===== src/rtl/coin_credit_unit.sv =====
// coin_credit_unit: credit front-end for the vending controller.
// Decodes coin-acceptor strobes into a running balance, deducts PRICE once per
// product_make assertion, and pays credit back one unit per cycle on refund.
//
// Ports:
//   i_clk, i_reset     clock, synchronous active-high reset
//   i_coin_pulse       one-cycle strobe from coin acceptor
//   i_coin_type[1:0]   0=1 unit, 1=5, 2=10, 3=invalid
//   i_product_make     vend request level
//   i_coin_out         refund request level
//   o_coin             coin accepted strobe
//   o_coin_val         current credit balance
//   o_reject           coin refused strobe
//   o_change_pulse     one unit paid out strobe
//   o_vend_err         vend with insufficient credit strobe
//   o_busy             refund in progress
module coin_credit_unit #(
  parameter int unsigned CREDIT_W   = 8,
  parameter int unsigned PRICE      = 3,
  parameter int unsigned MAX_CREDIT = 250
) (
  input  logic                i_clk,
  input  logic                i_reset,
  input  logic                i_coin_pulse,
  input  logic [1:0]          i_coin_type,
  input  logic                i_product_make,
  input  logic                i_coin_out,
  output logic                o_coin,
  output logic [CREDIT_W-1:0] o_coin_val,
  output logic                o_reject,
  output logic                o_change_pulse,
  output logic                o_vend_err,
  output logic                o_busy
);

  typedef enum logic [1:0] {StAccum, StHold, StRefund} state_e;

  localparam logic [CREDIT_W:0]   MaxCreditW = (CREDIT_W+1)'(MAX_CREDIT);
  localparam logic [CREDIT_W-1:0] PriceW     = CREDIT_W'(PRICE);

  state_e              r_state, w_state_d;
  logic [CREDIT_W-1:0] r_val, w_val_d;
  logic                r_coin, w_coin_d;
  logic                r_reject, w_reject_d;
  logic                r_change, w_change_d;
  logic                r_vend_err, w_vend_err_d;
  logic                r_busy;

  logic [CREDIT_W:0]   w_coin_amt;
  logic [CREDIT_W:0]   w_sum;
  logic                w_coin_ok;

  always_comb begin
    w_coin_amt = '0;
    case (i_coin_type)
      2'd0:    w_coin_amt = (CREDIT_W+1)'(1);
      2'd1:    w_coin_amt = (CREDIT_W+1)'(5);
      2'd2:    w_coin_amt = (CREDIT_W+1)'(10);
      default: w_coin_amt = '0;
    endcase
  end

  // One extra bit so the overflow check never sees a wrapped sum.
  assign w_sum     = {1'b0, r_val} + w_coin_amt;
  assign w_coin_ok = (i_coin_type != 2'd3) && (w_sum <= MaxCreditW);

  always_comb begin
    w_state_d    = r_state;
    w_val_d      = r_val;
    w_coin_d     = 1'b0;
    w_reject_d   = 1'b0;
    w_change_d   = 1'b0;
    w_vend_err_d = 1'b0;

    // Coin handling is shared by ACCUM and HOLD; REFUND refuses all coins.
    if (r_state != StRefund && i_coin_pulse) begin
      if (w_coin_ok) begin
        w_val_d  = w_sum[CREDIT_W-1:0];
        w_coin_d = 1'b1;
      end else begin
        w_reject_d = 1'b1;
      end
    end

    case (r_state)
      StAccum: begin
        if (i_coin_out) begin
          w_state_d = StRefund;
        end else if (i_product_make) begin
          // Price check on the pre-coin balance; a same-cycle coin still credits.
          if (r_val >= PriceW) begin
            w_val_d = w_val_d - PriceW;
          end else begin
            w_vend_err_d = 1'b1;
          end
          w_state_d = StHold;
        end
      end
      StHold: begin
        if (i_coin_out) begin
          w_state_d = StRefund;
        end else if (!i_product_make) begin
          w_state_d = StAccum;
        end
      end
      StRefund: begin
        w_reject_d = i_coin_pulse;
        if (r_val != '0) begin
          w_val_d    = r_val - 1'b1;
          w_change_d = 1'b1;
        end else if (!i_coin_out) begin
          w_state_d = StAccum;
        end
      end
      default: w_state_d = StAccum;
    endcase
  end

  always_ff @(posedge i_clk) begin
    if (i_reset) begin
      r_state    <= StAccum;
      r_val      <= '0;
      r_coin     <= 1'b0;
      r_reject   <= 1'b0;
      r_change   <= 1'b0;
      r_vend_err <= 1'b0;
      r_busy     <= 1'b0;
    end else begin
      r_state    <= w_state_d;
      r_val      <= w_val_d;
      r_coin     <= w_coin_d;
      r_reject   <= w_reject_d;
      r_change   <= w_change_d;
      r_vend_err <= w_vend_err_d;
      r_busy     <= (w_state_d == StRefund);
    end
  end

  assign o_coin         = r_coin;
  assign o_coin_val     = r_val;
  assign o_reject       = r_reject;
  assign o_change_pulse = r_change;
  assign o_vend_err     = r_vend_err;
  assign o_busy         = r_busy;

endmodule


===== config.mk =====
export PLATFORM = sky130hd
export DESIGN_NAME = coin_credit_unit
export DESIGN_NICKNAME = d
export VERILOG_FILES = /design/src/rtl/coin_credit_unit.sv
export SDC_FILE = /design/constraint.sdc
export NUM_CORES = 1
export LEC_CHECK = 0
export CORE_ASPECT_RATIO = 0.5
export CORE_MARGIN = 2
export CORE_UTILIZATION = 45
export DETAILED_ROUTE_END_ITERATION = 6
export HOLD_SLACK_MARGIN = 0.03
export PLACE_DENSITY = 0.66
export SYNTH_ARGS = -nofsm -noshare
export SYNTH_HDL_FRONTEND = slang
export SYNTH_SLANG_ARGS = --single-unit

===== constraint.sdc =====
create_clock -name i_clk -period 4.3 [get_ports i_clk]
set_input_delay 0.43 -clock i_clk [delete_from_list [all_inputs] [get_ports i_clk]]
set_output_delay 0.43 -clock i_clk [all_outputs]
set_load 0.05 [all_outputs]

# Word-level counts from Yosys, hierarchy flattened

Cells that the tools add are included.

Output and inout port bits: 13
Flip-flop bits (word level): 15
Word-level logic and storage cells: 52

Reduce and logical (&&, ||, !) cells: 8
Muxes and demuxes: 21
Bitwise logic cells: 4
Equality and inequality tests: 7
Add/subtract/negate cells: 3
Magnitude comparators: 2

Operator list:

| cell                  | count |
|---|---|
| $mux W8               | 6 |
| $pmux W8 S2           | 1 |
| $mux W2               | 6 |
| $pmux W4 S3           | 1 |
| $add A8 B9 Y9         | 1 |
| $le A9 B8 Y1 const B  | 1 |
| $ge A8 B2 Y1 const B  | 1 |
| $reduce_bool A8 Y1    | 1 |
| $sub A8 B1 Y8 const B | 1 |
| $sub A8 B2 Y8 const B | 1 |
| $eq A2 B2 Y1 const B  | 3 |
| $mux W1               | 6 |
| $pmux W2 S3           | 1 |
| $eq A2 B1 Y1 const B  | 2 |
| $logic_not A2 Y1      | 2 |
| $ne A2 B2 Y1 const B  | 2 |
| $not A1 Y1            | 4 |
| $reduce_or A2 Y1      | 2 |
| $reduce_or A4 Y1      | 1 |
| $logic_and A1 B1 Y1   | 2 |

# Depth between registers and ports, before layout

Depth after elaboration: 12
Mapped depth: 17

# Worst setup path after synthesis

Ideal clock, no wire load.

Kind: flip-flop to flip-flop
From: reg r_val[1] (netlist: o_coin_val[1])
To: reg r_val[6] (netlist: o_coin_val[6])
Period minus slack after synthesis: 3993 ps
Library setup time: 138 ps
Slack: 307 ps
Stages on the path, launching flop included: 16
Data arrival time: 3856 ps
Path buffers: 1
Required time: 4162 ps
Path through: dfxtp_1 buf_2 inv_1 xnor2_1 ha_1 a21o_1 a211oi_2 o21ai_0 a2111oi_4 a21oi_4 mux2_2 ha_1 nand2b_1 o41ai_1 nand3b_1 o221ai_1

Longest elaborated chain between the ends: 10
Elaborated cells between the ends (all ways): 14
Classes of those cells: 3 x add/sub; 2 x order compare; 7 x mux; 2 x reduce/logical

Ends and longest elaborated chain:

| what                   | RTL line | text |
|---|---|---|
| start, declared        | 42       | `logic [CREDIT_W-1:0] r_val, w_val_d;` |
| start signal, assigned | 130      | `r_val <= w_val_d;` |
| $add A8 B9 Y9          | 64       | `assign w_sum = {1'b0, r_val} + w_coin_amt;` |
| $le A9 B8 Y1           | 65       | `assign w_coin_ok = (i_coin_type != 2'd3) && (w_sum <= MaxCreditW);` |
| $logic_and A1 B1 Y1    | 65       |  |
| $mux W8                | 77       | `if (w_coin_ok) begin` |
| $mux W8                | 76       | `if (r_state != StRefund && i_coin_pulse) begin` |
| $sub A8 B2 Y8          | 92       | `w_val_d = w_val_d - PriceW;` |
| $mux W8                | 91       | `if (r_val >= PriceW) begin` |
| $mux W8                | 89       | `end else if (i_product_make) begin` |
| $mux W8                | 87       | `if (i_coin_out) begin` |
| $pmux W8 S2 *          | 85       | `case (r_state)` |

Every way passes the cells marked *; elsewhere a longest branch is shown, timed or not.
A chain may end at the register's enable or synchronous reset.

# Final worst setup path

From: in i_coin_type[0]
To: reg r_val[2] (netlist: o_coin_val[2])

Longest elaborated chain between the ends: 12
Elaborated cells between the ends (all ways): 16
Classes of those cells: 2 x add/sub; 1 x order compare; 3 x eq/ne; 8 x mux; 2 x reduce/logical

Ends and longest elaborated chain:

| what                                       | RTL line | text |
|---|---|---|
| start, declared                            | 25       | `input logic [1:0] i_coin_type,` |
| $eq A2 B2 Y1, or another cell as far along | 55       | `case (i_coin_type)` |
| $pmux W4 S3                                | 55       |  |
| $add A8 B9 Y9                              | 64       |  |
| $le A9 B8 Y1                               | 65       |  |
| $logic_and A1 B1 Y1                        | 65       |  |
| $mux W8 *                                  | 77       |  |
| $mux W8 *                                  | 76       |  |
| $sub A8 B2 Y8                              | 92       |  |
| $mux W8                                    | 91       |  |
| $mux W8                                    | 89       |  |
| $mux W8                                    | 87       |  |
| $pmux W8 S2 *                              | 85       |  |

Marked as above.

==> results.txt <==
- Number of enable flip-flop cells after synthesis: 0
- Floorplan die area: around 0.0044 mm^2
* Setup repair after global routing missed its margin: no
* Family of cells with the greatest summed delay on the critical path: compound AO/OA/AOI/OAI gates
- Final hold violation count: 0
- The finished cells cover just over 0.002 mm^2.
* DRC violations left: 0
* Clock latency reported for the late side of the worst-skew pair: around 260 ps
- Post-Route Skew: around 2 ps
* Post-synth design cell area: 0.001722 mm^2
* Sequential fraction of the synthesis area: 17.44%
- TritonCTS built the clock tree.
- In this run the count of I/O pins placed on the die edge is 20.
* Congestion Overflow GR: 0
- Subtracting the final worst setup slack from the clock period gives about 4100 ps.
- CP max stage cell: clkdlybuf4s50_1
* Buffer and inverter count on the worst path: 1
- Crit path kind: primary input to flop
- Buffers placed on the I/O ports in this run total 19.
- Pin count of the biggest net entering global routing: 15
- Power density relative to cell area: roughly 760 mW/mm^2
* Post-CTS setup-driven buffer insertion count: 0
* Routed wire length: 5476 um
- In this run the remaining antenna-violating nets after routing total 0.
- The initial antenna violation count was 0.
- The repair_antennas step left the layout with diodes totalling 0.
- In the synthesized netlist the async set-or-reset flop fraction comes to 0%.
- In this run, the number of DRC markers left after iteration 0 of detailed routing was 230.
- Overall fraction of global-route tracks in use: a little over a quarter
- At the end of the flow, the number of nets in the layout was 272.
- Power, Total: 1.574 mW
- Across the run, the number of max-cap violations was 0.
- For the final routed database, the setup TNS stands at 0 ps.
- Worst supply voltage drop on vdd: approximately 330 uV
* Detailed-routing iteration count for the pre-antenna-repair pass: 5
- The flow ran to the end, and the final reports show no timing, DRC or antenna violations.
* Class of the tightest hold or removal check: flop to flop
- In this run the register-to-register setup slack is 750 ps.
* Wire per inst: ~18 um
- Arrival @ worst endpoint: between 4000 and 5000 ps
- Final count of pins violating max slew: 0
* Placed instance area: 0.002016 mm^2
- Deepest level of the CTS H-tree: 1
- Placer Congestion: around 0.96
- At the pin with the least slew margin, the transition time is a little over 600 ps.
* Number of buffers created by CTS: 3
- Timing would allow up to about 250 MHz.
- Synth Register Bits: 15
- STA classifies the critical path endpoint as a flop.
* Wire length of the first global-routing pass: about 8700 um
- Mean instance size in the synthesized netlist: between 7 and 8 um^2
- Synth Instances: between 200 and 250
- Final Hold Slack: 706.8 ps
- Final setup violating endpoints: 0
- The post-route netlist has 12.45% of its cells at a drive strength greater than 1.
- The HPWL after detailed placement is approximately 4100 um.
- Chip Height: roughly 48 um
- Clock-pin slew was measured on the worst setup and hold paths at approximately 70 ps.
- In this run the horizontal extent of the chip is about 90 um.
- Post-synthesis to final-layout area growth: 20.35%
* Std-Cell Rows: 15
* Largest fanout on the critical path: 7
- Worst relative slew slack: between 50 and 60%
- Using the TritonRoute via totals, the vias-per-cell ratio works out to a little over 6.
* Core region area: between 0.003 and 0.004 mm^2
- Number of global-route vias before repair: 1719
* Leakage Power: roughly 0.79 nW
- Peak per-stage delay on the critical path: between 500 and 600 ps
* Critical-path cell list: clkdlybuf4s50_1 > and2b_4 > xnor2_1 > ha_1 > a21o_1 > a211oi_2 > o21ai_0 > a2111oi_4 > a21oi_4 > mux2_2 > ha_1 > nor2_1 > nor3_1 > o21ai_0 > o311ai_1
- At the worst endpoint, the required time is 4420 ps.
- Buffer cell driving the clock tree root: clkbuf_8
- Synth warn: 0
- CTS saw 15 sinks.
- In the finished design, the share of the clock period the worst path needs comes to 94.20%.
- Clock Path Buffers: 2
- Critical path startpoint category: primary input
- After synthesis, the netlist uses 59 different library cells.
- Prevailing post-synth register cell: dfxtp_1
- The initial utilization of the core area, before any placement, comes to 48.54%.
- Post-synth net total: 247
* Vias after detailed routing: 1911
## cells in the final DEF (no fill, tap or decap), types with 2 or more instances in the layout
cell,netlist,layout
nor3_1,14,14
nor4b_1,3,3
o22ai_1,2,2
o31ai_1,2,2
and2_1,4,4
nor3b_1,2,2
a21oi_1,11,11
inv_1,12,12
nand2_1,22,22
or3_1,2,2
o21a_1,4,4
nand2b_1,3,3
o21ai_0,10,10
a2111oi_0,2,2
o211ai_1,3,3
xor2_1,3,3
dfxtp_1,15,15
nor4_1,4,4
o311ai_1,2,2
mux2i_1,3,3
o22a_1,2,2
nand3b_1,2,2
nor2b_1,4,4
ha_1,7,7
xnor2_1,12,12
clkdlybuf4s50_1,0,19
nor2_1,17,17
nand3_1,9,9
a31oi_1,4,4
buf_4,2,15
a211oi_1,5,5
mux2_2,3,3
and3_1,6,6
clkbuf_8,0,3
and4b_1,2,2
## metrics by stage
step	std cells	worst slack (ps)	util, %
6_report	308	249.6	58.41
5_1_grt	308	47.97	58.41
4_1_cts	308	256.2	58.20
3_5_place_dp	304	-15.91	56.83
3_3_place_gp	304	134.6	56.83
2_1_floorplan	233	306.6	-
## Yosys cell counts (2+ instances only)
cell	n	area (um^2)
and4b_1	2	20.02
a211oi_1	5	37.54
nor2b_1	4	25.02
buf_4	2	15.01
nor3b_1	2	15.01
a2111oi_0	2	17.52
nand3_1	9	45.04
xnor2_1	12	105.1
and3_1	6	37.54
nor3_1	14	70.07
o21a_1	4	30.03
nor2_1	17	63.81
ha_1	7	87.58
nand3b_1	2	15.01
mux2_2	3	33.78
or3_1	2	12.51
a21oi_1	11	55.05
a31oi_1	4	25.02
nand2b_1	3	18.77
mux2i_1	3	30.03
and2_1	4	25.02
nand2_1	22	82.58
o22ai_1	2	12.51
o22a_1	2	17.52
o31ai_1	2	15.01
o21ai_0	10	50.05
o311ai_1	2	17.52
nor4b_1	3	26.28
nor4_1	4	25.02
clkbuf_1	10	37.54
inv_1	12	45.04
o211ai_1	3	22.52
dfxtp_1	15	300.3
xor2_1	3	26.28
## timing repair
item	in CTS	in global routing
resized for setup	0	1
hold buffers	0	0
setup endpoints to repair	0	1
## sequential cells by signal (all words and copies together) (netlist names)
name,cells
o_reject,1
o_vend_err,1
o_coin,1
o_busy,1
o_change_pulse,1
r_state,2
o_coin_val,8
## worst paths after layout
check,cells after the start,startpoint,endpoint
max,15,i_coin_type[0],o_coin_val[2]
min,1,r_state[1],r_state[1]
max reg2reg,13,o_coin_val[0],o_coin_val[2]
min reg2reg,1,r_state[1],r_state[1]
## power breakdown
| part | internal, mW | switching [mW] |
|---|---|---|
| Clock | 0.0654 | 0.0615 |
| Sequential | 0.183 | 0.0944 |
| Combinational | 0.454 | 0.715 |
## cell families after synthesis
group / count (synthesis) / synth area share, %
simple gates: 102 / 31.69
mux: 7 / 4.506
compound gates: 60 / 25.87
flops: 15 / 17.44
xor+xnor: 16 / 8.576
buf+inv: 26 / 6.831
fa+ha+maj: 7 / 5.087
## metal layers
layer  wire (um)  share of wire (%)  GRT usage (%)  vias up
met5           0                  0              0        -
met4          62                1.1          5.758        0
met3         603                 11          4.724        9
met2        2221                 41          44.12      111
met1        2589                 47          36.63      887
li1            -                  -              -      904
## final cells by class
type / count / area [um^2]
clock inverter: 1 / 7.507
multi-input combinational: 192 / 1311
sequential: 15 / 300.3
inverter: 12 / 45.04
fill: 330 / 1475
timing repair buffer: 34 / 302.8
tap: 51 / 63.81
clock buffer: 3 / 41.29
Power figures use the tool's default switching activity.
